--- config.mk ---
export PLATFORM = sky130hd
export DESIGN_NAME = mem_access_ctrl
export DESIGN_NICKNAME = d
export VERILOG_FILES = /design/src/rtl/mem_access_ctrl.sv
export SDC_FILE = /design/constraint.sdc
export NUM_CORES = 1
export LEC_CHECK = 0
export CAP_MARGIN = 10
export CORE_AREA = 2 2 133 135
export CTS_CLUSTER_SIZE = 8
export DETAILED_ROUTE_END_ITERATION = 8
export DIE_AREA = 0 0 135 137
export DONT_BUFFER_PORTS = 1
export PLACE_DENSITY = 0.49
export SETUP_SLACK_MARGIN = 0.5
export SLEW_MARGIN = 10
export SYNTH_ARGS = -nofsm -noshare
export SYNTH_HDL_FRONTEND = slang
export SYNTH_SLANG_ARGS = --single-unit
--- constraint.sdc ---
create_clock -name clk -period 2.4 [get_ports clk]
set_input_delay 0.24 -clock clk [delete_from_list [all_inputs] [get_ports clk]]
set_output_delay 0.24 -clock clk [all_outputs]
set_load 0.02 [all_outputs]
--- src/rtl/mem_access_ctrl.sv ---
// mem_access_ctrl: sequences EX-stage loads/stores onto a req/ack data-memory port with strobes, lane replication and load extension.
module mem_access_ctrl #(
  parameter int TIMEOUT = 64
) (
  input  logic        clk,
  input  logic        rst,
  input  logic        ex_valid,
  input  logic [4:0]  load_op,
  input  logic [2:0]  store_op,
  input  logic [31:0] addr,
  input  logic [31:0] wdata,
  input  logic [4:0]  dest,
  output logic        busy,
  output logic        dm_req,
  output logic        dm_we,
  output logic [31:0] dm_addr,
  output logic [3:0]  dm_wstrb,
  output logic [31:0] dm_wdata,
  input  logic        dm_ack,
  input  logic [31:0] dm_rdata,
  output logic        wb_valid,
  output logic [4:0]  wb_dest,
  output logic [31:0] wb_data,
  output logic        done,
  output logic        ale,
  output logic        err
);
  typedef enum logic [1:0] {IDLE, REQ, WAIT, DONE} state_t;
  state_t      state_q, state_d;
  logic [7:0]  cnt_q, cnt_d;
  logic [4:0]  lop_q, lop_d;
  logic [1:0]  lo_q, lo_d;
  logic        dm_req_q, dm_req_d, dm_we_q, dm_we_d;
  logic [31:0] dm_addr_q, dm_addr_d, dm_wdata_q, dm_wdata_d;
  logic [3:0]  dm_wstrb_q, dm_wstrb_d;
  logic        wb_valid_q, wb_valid_d, done_q, done_d, ale_q, ale_d, err_q, err_d;
  logic [4:0]  wb_dest_q, wb_dest_d;
  logic [31:0] wb_data_q, wb_data_d, lane, ext;
  logic [7:0]  ops;
  logic        start, multi, mis;
  assign ops   = {load_op, store_op};
  assign start = state_q == IDLE && ex_valid && |ops;
  assign multi = |(ops & (ops - 8'd1));
  assign mis   = ((load_op[0] | store_op[0]) & |addr[1:0]) |
                 ((load_op[1] | load_op[3] | store_op[1]) & addr[0]);
  assign busy  = start || state_q == REQ || state_q == WAIT;
  assign lane  = dm_rdata >> {lo_q, 3'b000};
  assign ext   = lop_q[0] ? dm_rdata :
                 lop_q[1] ? {{16{lane[15]}}, lane[15:0]} :
                 lop_q[2] ? {{24{lane[7]}}, lane[7:0]} :
                 lop_q[3] ? {16'd0, lane[15:0]} : {24'd0, lane[7:0]};
  always_comb begin
    state_d    = state_q;
    cnt_d      = cnt_q;
    lop_d      = lop_q;
    lo_d       = lo_q;
    dm_req_d   = dm_req_q;
    dm_we_d    = dm_we_q;
    dm_addr_d  = dm_addr_q;
    dm_wstrb_d = dm_wstrb_q;
    dm_wdata_d = dm_wdata_q;
    wb_dest_d  = wb_dest_q;
    wb_data_d  = wb_data_q;
    wb_valid_d = 1'b0;
    done_d     = 1'b0;
    ale_d      = 1'b0;
    err_d      = 1'b0;
    case (state_q)
      IDLE: if (start) begin
        if (multi) begin
          err_d  = 1'b1;
          done_d = 1'b1;
        end else if (mis) begin
          ale_d  = 1'b1;
          done_d = 1'b1;
        end else begin
          state_d    = REQ;
          cnt_d      = 8'd0;
          lop_d      = load_op;
          lo_d       = addr[1:0];
          wb_dest_d  = dest;
          dm_req_d   = 1'b1;
          dm_we_d    = |store_op;
          dm_addr_d  = {addr[31:2], 2'b00};
          dm_wstrb_d = store_op[0] ? 4'b1111 :
                       store_op[1] ? (addr[1] ? 4'b1100 : 4'b0011) :
                       store_op[2] ? 4'b0001 << addr[1:0] : 4'b0000;
          dm_wdata_d = store_op[1] ? {2{wdata[15:0]}} :
                       store_op[2] ? {4{wdata[7:0]}} : wdata;
        end
      end
      REQ, WAIT: if (dm_ack) begin
        state_d    = DONE;
        dm_req_d   = 1'b0;
        done_d     = 1'b1;
        wb_valid_d = ~dm_we_q;
        wb_data_d  = dm_we_q ? wb_data_q : ext;
      end else if (state_q == REQ) begin
        state_d = WAIT;
      end else if (cnt_q == 8'(TIMEOUT - 1)) begin
        state_d  = IDLE;
        dm_req_d = 1'b0;
        err_d    = 1'b1;
        done_d   = 1'b1;
      end else begin
        cnt_d = cnt_q + 8'd1;
      end
      default: state_d = IDLE;
    endcase
  end
  always_ff @(posedge clk) begin
    if (rst) begin
      state_q    <= IDLE;
      cnt_q      <= '0;
      lop_q      <= '0;
      lo_q       <= '0;
      dm_req_q   <= 1'b0;
      dm_we_q    <= 1'b0;
      dm_addr_q  <= '0;
      dm_wstrb_q <= '0;
      dm_wdata_q <= '0;
      wb_dest_q  <= '0;
      wb_data_q  <= '0;
      wb_valid_q <= 1'b0;
      done_q     <= 1'b0;
      ale_q      <= 1'b0;
      err_q      <= 1'b0;
    end else begin
      state_q    <= state_d;
      cnt_q      <= cnt_d;
      lop_q      <= lop_d;
      lo_q       <= lo_d;
      dm_req_q   <= dm_req_d;
      dm_we_q    <= dm_we_d;
      dm_addr_q  <= dm_addr_d;
      dm_wstrb_q <= dm_wstrb_d;
      dm_wdata_q <= dm_wdata_d;
      wb_dest_q  <= wb_dest_d;
      wb_data_q  <= wb_data_d;
      wb_valid_q <= wb_valid_d;
      done_q     <= done_d;
      ale_q      <= ale_d;
      err_q      <= err_d;
    end
  end
  assign dm_req   = dm_req_q;
  assign dm_we    = dm_we_q;
  assign dm_addr  = dm_addr_q;
  assign dm_wstrb = dm_wstrb_q;
  assign dm_wdata = dm_wdata_q;
  assign wb_valid = wb_valid_q;
  assign wb_dest  = wb_dest_q;
  assign wb_data  = wb_data_q;
  assign done     = done_q;
  assign ale      = ale_q;
  assign err      = err_q;
endmodule
==> results.json, run 1 <==
{
  "status": "complete, but fails checks",
  "violations": "negative hold slack",
  "dp_slack_ns": 0.0281,
  "diodes": 0,
  "setup_viol": 0,
  "synth_commonest_cells": "173 x nand2_1, 125 x dfxtp_1, 97 x a21oi_1, 71 x nor2_1, 35 x clkbuf_1",
  "vias": 5354,
  "area_growth_pct": 20.8,
  "start_util_pct": 34.3,
  "yosysMostFrequentCell": "nand2_1",
  "path_clk_slew_ns": 0.06,
  "htreeDepth": 4,
  "synth_compound_area_share_pct": 23.0,
  "io-pin-count": 225,
  "gr-usage-met2_pct": 31.8,
  "hold_path.class": "in2reg",
  "yosysUniqueCellTypes": 54,
  "fin_ws_ns": 0.297,
  "avgSynthCellArea_um2": 7.85,
  "final_nets": 865,
  "grt_pass1_wl_um": 27800,
  "drv_slew": 0,
  "cts_buffer_depth": 2,
  "wl_um": 18500,
  "maxCapViolations": 0,
  "worstSkewPairLatency_ns": 0.42,
  "cts_sinks": 125,
  "yosysSeqAreaShare_pct": 42.8,
  "hold_buffers": 1,
  "synthSimpleGateAreaFrac_pct": 22.3,
  "layout-drive-gt1-share_pct": 17.0,
  "fin_crit_ns": 2.10,
  "grt_max_degree": 130,
  "crit_path_end_kind": "flop",
  "first_global_vias": 5239,
  "crit_fanout": 3,
  "crit_type": "reg2reg",
  "crit_arrival_ns": 2.44,
  "cts_made_buffers": 17,
  "grt_use_met1_pct": 21.7,
  "drt_iter0_markers": 238,
  "core.rowCount": 48,
  "io_buffer_count": 0,
  "worst-slew-pin-transition_ns": 0.582,
  "synth_top_family_by_area": "compound AO/OA/AOI/OAI gates",
  "syn-instance-count": 744,
  "die_h_um": 137,
  "drtPass1Iterations": 5,
  "synth_mux_area_share_pct": 5.03,
  "synthTopCellsByArea": "dfxtp_1 43%, nand2_1 11%, a21oi_1 8.3%, nor2_1 4.6%, mux2i_1 4.5%",
  "drc": 0,
  "slew_headroom_pct": 61.0,
  "overflow": 0,
  "die-area_um2": 18500,
  "die_w_um": 135,
  "met3_usage_pct": 8.96,
  "ys.flop_type": "dfxtp_1",
  "grt_usage_pct": 19.3,
  "clock_skew_ns": 0.0134,
  "place_congestion": 0.839,
  "yosysWarnings": 0,
  "yosysTopAreaCellShare_pct": 42.8,
  "leakage_uw": 0.00235,
  "yosysTopAreaCell": "dfxtp_1",
  "startpoint_type": "flop",
  "fmax_mhz": 476,
  "fin_setup_tns_ns": 0,
  "antenna_found_initial": 0,
  "dp_hpwl_um": 12800,
  "cts_root_buffer": "clkbuf_16",
  "rsz0062_at_grt": "yes",
  "hold_viol": 121,
  "holdWs_ns": -0.0847,
  "drtAntennaViolNets": 0,
  "synth-edff-count": 0,
  "multi_input_area_um2": 3220,
  "required_ns": 2.74,
  "power_density_nw_per_um2": 774,
  "ys_seq_elements": 125,
  "async_reset_ff_share_pct": 0,
  "syn_area_um2": 5840,
  "wl_per_cell_um": 18.8,
  "grt_busiest_layer": "met2",
  "nFillCells": 1725,
  "ir_worst_vdd_mv": 0.477,
  "cts_tree": "yes",
  "synth-adder-area-share_pct": 1.24,
  "core-area_um2": 17100,
  "vias_per_cell": 5.44,
  "period_share_pct": 87.6,
  "regArea_um2": 2510,
  "synth_xor_area_share_pct": 0
}
[cell type report]
cell class                 count  share of cell area, %
timing repair buffer          41                   6.10
sequential                   125                   35.5
tap                          225                   3.99
inverter                       9                  0.478
clock inverter                11                   1.88
clock buffer                  20                   6.47
multi-input combinational    553                   45.6
[kinds of logic after synthesis]
| family | Yosys count |
|---|---|
| mux | 28 |
| flops | 125 |
| compound gates | 208 |
| other cells | 1 |
| simple gates | 307 |
| fa+ha+maj | 6 |
| buf+inv | 69 |
[registers in the layout (all words and copies together) (netlist names)]
signal	flops
wb_valid	1
wb_dest	5
lop_q	4
wb_data	32
dm_wstrb	4
dm_req	1
lo_q	2
dm_addr	30
state_q	2
dm_we	1
done	1
err	1
cnt_q	8
ale	1
dm_wdata	32
[worst paths after layout]
path                            depth (start not counted)                       to  slack (ns)               startpoint
worst max-delay path                                   11    cnt_q[5]$_SDFFE_PP0P_        0.30  state_q[0]$_SDFFE_PP0P_
worst min-delay path                                    1  wb_dest[2]$_SDFFE_PP0P_       -0.08                      rst
worst max register to register                         11    cnt_q[5]$_SDFFE_PP0P_        0.30  state_q[0]$_SDFFE_PP0P_
worst min register to register                          2    lop_q[3]$_SDFFE_PP0P_        0.46    lop_q[3]$_SDFFE_PP0P_
[layer usage]
metal  part of all wire (%)  routed length (um)
met4                    2.2                 400
met3                     10                1910
met2                     49                8980
met1                     39                7190
met5                      0                   0
[placed cells by master, fill, tap and decap left out, types with 3 or more instances in the layout]
cell	Yosys	layout
inv_1	9	7
a31o_2	2	3
buf_12	0	5
a311oi_2	3	4
o211ai_1	4	4
dfxtp_1	125	121
nand3_1	23	21
a31oi_1	6	6
o21ai_0	29	26
nor2_1	71	67
clkbuf_16	0	19
o31ai_1	3	3
a211oi_1	23	21
mux2i_1	26	26
inv_6	0	4
nand2b_1	15	15
ha_1	5	3
o221ai_1	7	7
buf_6	4	6
buf_4	4	27
nor2b_1	4	3
nand2_1	173	172
a311oi_1	7	6
a211oi_2	9	11
nor3_1	6	5
a21o_1	4	3
o21ai_1	1	3
a21oi_1	97	94
dfxtp_2	0	4
[power breakdown]
part	switching (uW)	internal, uW	leakage, uW	total [uW]
Combinational	346	260	0.00106	606
Sequential	129	2150	0.00101	2280
Clock	991	1590	0.000284	2580
Total	1470	4000	0.00235	5470
[stage by stage]
step                      instance area (um^2)  utilization (%)  instances  total power, uW  hold WS, ns
after detailed placement                  6120             35.9        932             2840        0.331
after floorplan                           5960                -        745             2750        0.380
after CTS                                 6870             40.3        974             5480       -0.116
after global placement                    6120             35.9        932             2820        0.325
final                                     7060             41.4        984             5470      -0.0847
after global routing                      7060             41.4        984             5690       -0.121
[timing repair]
| item | CTS | global route |
|---|---|---|
| hold endpoints to repair | 122 | 121 |
| gates resized for setup | 20 | 16 |
| pin swaps | 5 | 7 |
| setup buffers | 9 | 7 |
| cloned | 1 | 3 |
| setup endpoints to repair | 52 | 96 |
[critical path: stages (launching register included)]
cell and delay [ns]:
dfxtp_2 0.35, inv_2 0.06, ha_4 0.25, or3b_4 0.41
a21oi_4 0.17, buf_4 0.13, buf_6 0.08, nand3_1 0.07
nor4_1 0.21, buf_4 0.18, nand2_1 0.05, o21ai_1 0.07
(Power assumes the default switching activity.)
==> run 2: changes to the inputs <==
Settings changed: CORE_AREA 2 2 133 135 to 3 3 134 136, DIE_AREA 0 0 135 137 to 0 0 137 139, PLACE_DENSITY 0.49 to not set.
==> results.json, run 2 (same netlist as run 1, synthesis figures left out) <==
{
  "drtPass1Iterations": 4,
  "startpoint_type": "flop",
  "wl_per_cell_um": 19.2,
  "drc": 0,
  "slowest_stage": "or3b_4",
  "rsz0062_at_grt": "yes",
  "setup_viol": 0,
  "power_frac_clock_pct": 47.4,
  "grt_max_degree": 130,
  "core-area_um2": 17100,
  "fin_crit_ns": 2.04,
  "io_buffer_count": 0,
  "io-pin-count": 225,
  "cts_root_buffer": "clkbuf_16",
  "period_share_pct": 85.2,
  "place_congestion": 0.851,
  "vias_per_cell": 5.35,
  "final_common_cell": "nand2_1",
  "core.rowCount": 48,
  "p_sw_uw": 1500,
  "reg2reg_slack_ns": 0.36,
  "max_stage_delay_ns": 0.41,
  "die_w_um": 137,
  "die-area_um2": 19000,
  "dp_hpwl_um": 12900,
  "crit_family": "simple AND/OR/NAND/NOR gates",
  "post-place-cells": 937,
  "diodes": 0,
  "die_h_um": 139,
  "holdWs_ns": -0.109,
  "cts_made_buffers": 17,
  "vias": 5297,
  "path_buf_inv": 2,
  "critical_path.cell_chain": "inv_4 > ha_4 > or3b_4 > a21oi_4 > o22ai_2 > nor3_4 > buf_6 > mux2i_1 > nor2_1",
  "leakage_uw": 0.00237,
  "cts_buffer_depth": 2,
  "hold_path.class": "in2reg",
  "power_density_nw_per_um2": 771,
  "violations": "negative hold slack",
  "crit_type": "reg2reg",
  "drt_iter0_markers": 202,
  "final_nets": 870,
  "total_power_uw": 5460,
  "fmax_mhz": 489,
  "fin_cells": 990,
  "fin_setup_tns_ns": 0,
  "drv_slew": 0,
  "area_growth_pct": 21.2,
  "hold_viol": 94,
  "grt_pass1_wl_um": 28100,
  "worst-slew-pin-transition_ns": 0.606,
  "p_comb_share_pct": 10.9,
  "antenna_found_initial": 0,
  "clock_skew_ns": 0.00950,
  "finish.utilization_pct": 41.5,
  "overflow": 0,
  "wl_um": 19000,
  "first_global_vias": 5141,
  "crit_fanout": 6,
  "start_util_pct": 34.3,
  "cts_tree": "yes",
  "layout-drive-gt1-share_pct": 17.4,
  "p_sw_share_pct": 27.5,
  "ir_worst_vdd_mv": 0.488,
  "path_clk_slew_ns": 0.06,
  "intPower_uw": 3960,
  "maxCapViolations": 0,
  "drtAntennaViolNets": 0,
  "worstSkewPairLatency_ns": 0.42,
  "crit_path_end_kind": "flop",
  "cts_sinks": 125,
  "p_seq_share_pct": 41.7,
  "grt_usage_pct": 18.8,
  "final_cell_mix": "171 x nand2_1, 123 x dfxtp_1, 93 x a21oi_1, 67 x nor2_1, 32 x buf_4",
  "slew_headroom_pct": 59.5,
  "status": "complete, but fails checks",
  "htreeDepth": 4,
  "crit_arrival_ns": 2.36,
  "required_ns": 2.71
}
-- run 2: per-layer routing --
layer  part of all wire, %  routed length (um)  vias up  global-route usage, %
met4                   2.0                 382        0                   6.04
met2                    48                9020      240                   30.8
met3                    13                2430       23                   10.1
li1                      -                   -     2595                      -
met5                     0                   0        -                      0
met1                    38                7140     2439                   20.9
-- run 2: power groups by stage --
stage          Clock [uW]  Sequential [uW]  Combinational, uW
5_1_grt              2760             2290                662
6_report             2590             2280                597
3_3_place_gp            0             2320                505
2_1_floorplan           0             2300                452
4_1_cts              2640             2280                541
3_5_place_dp            0             2320                510
-- run 2: metrics by stage --
stage | setup slack [ns] | cell area, um^2
3_3_place_gp | 0.151 | 6160
5_1_grt | 0.267 | 7080
6_report | 0.356 | 7080
4_1_cts | 0.301 | 6830
2_1_floorplan | 0.252 | 5960
3_5_place_dp | 0.143 | 6160
-- run 2: worst paths after layout --
path	start	cells after the start	end
max reg2reg	state_q[0]$_SDFFE_PP0P_	9	cnt_q[0]$_SDFFE_PP0P_
min	rst	1	wb_dest[1]$_SDFFE_PP0P_
max	state_q[0]$_SDFFE_PP0P_	9	cnt_q[0]$_SDFFE_PP0P_
min reg2reg	lop_q[3]$_SDFFE_PP0P_	2	lop_q[3]$_SDFFE_PP0P_
-- run 2: layout make-up --
type | count | area (um^2)
repair buffers | 48 | 489
multi-input cells | 551 | 3180
well taps | 225 | 282
clock buffers | 18 | 429
flip-flops and latches | 125 | 2510
clock inverters | 14 | 161
inverters | 9 | 36.3
fillers | 1727 | 9970
-- run 2: timing repair --
item	in CTS	in global routing
hold endpoints to repair	122	121
hold buffers	1	1
gates resized for setup	10	26
pin swaps	6	4
gates cloned	0	2
endpoints found under the setup margin	38	60
setup buffers	6	11
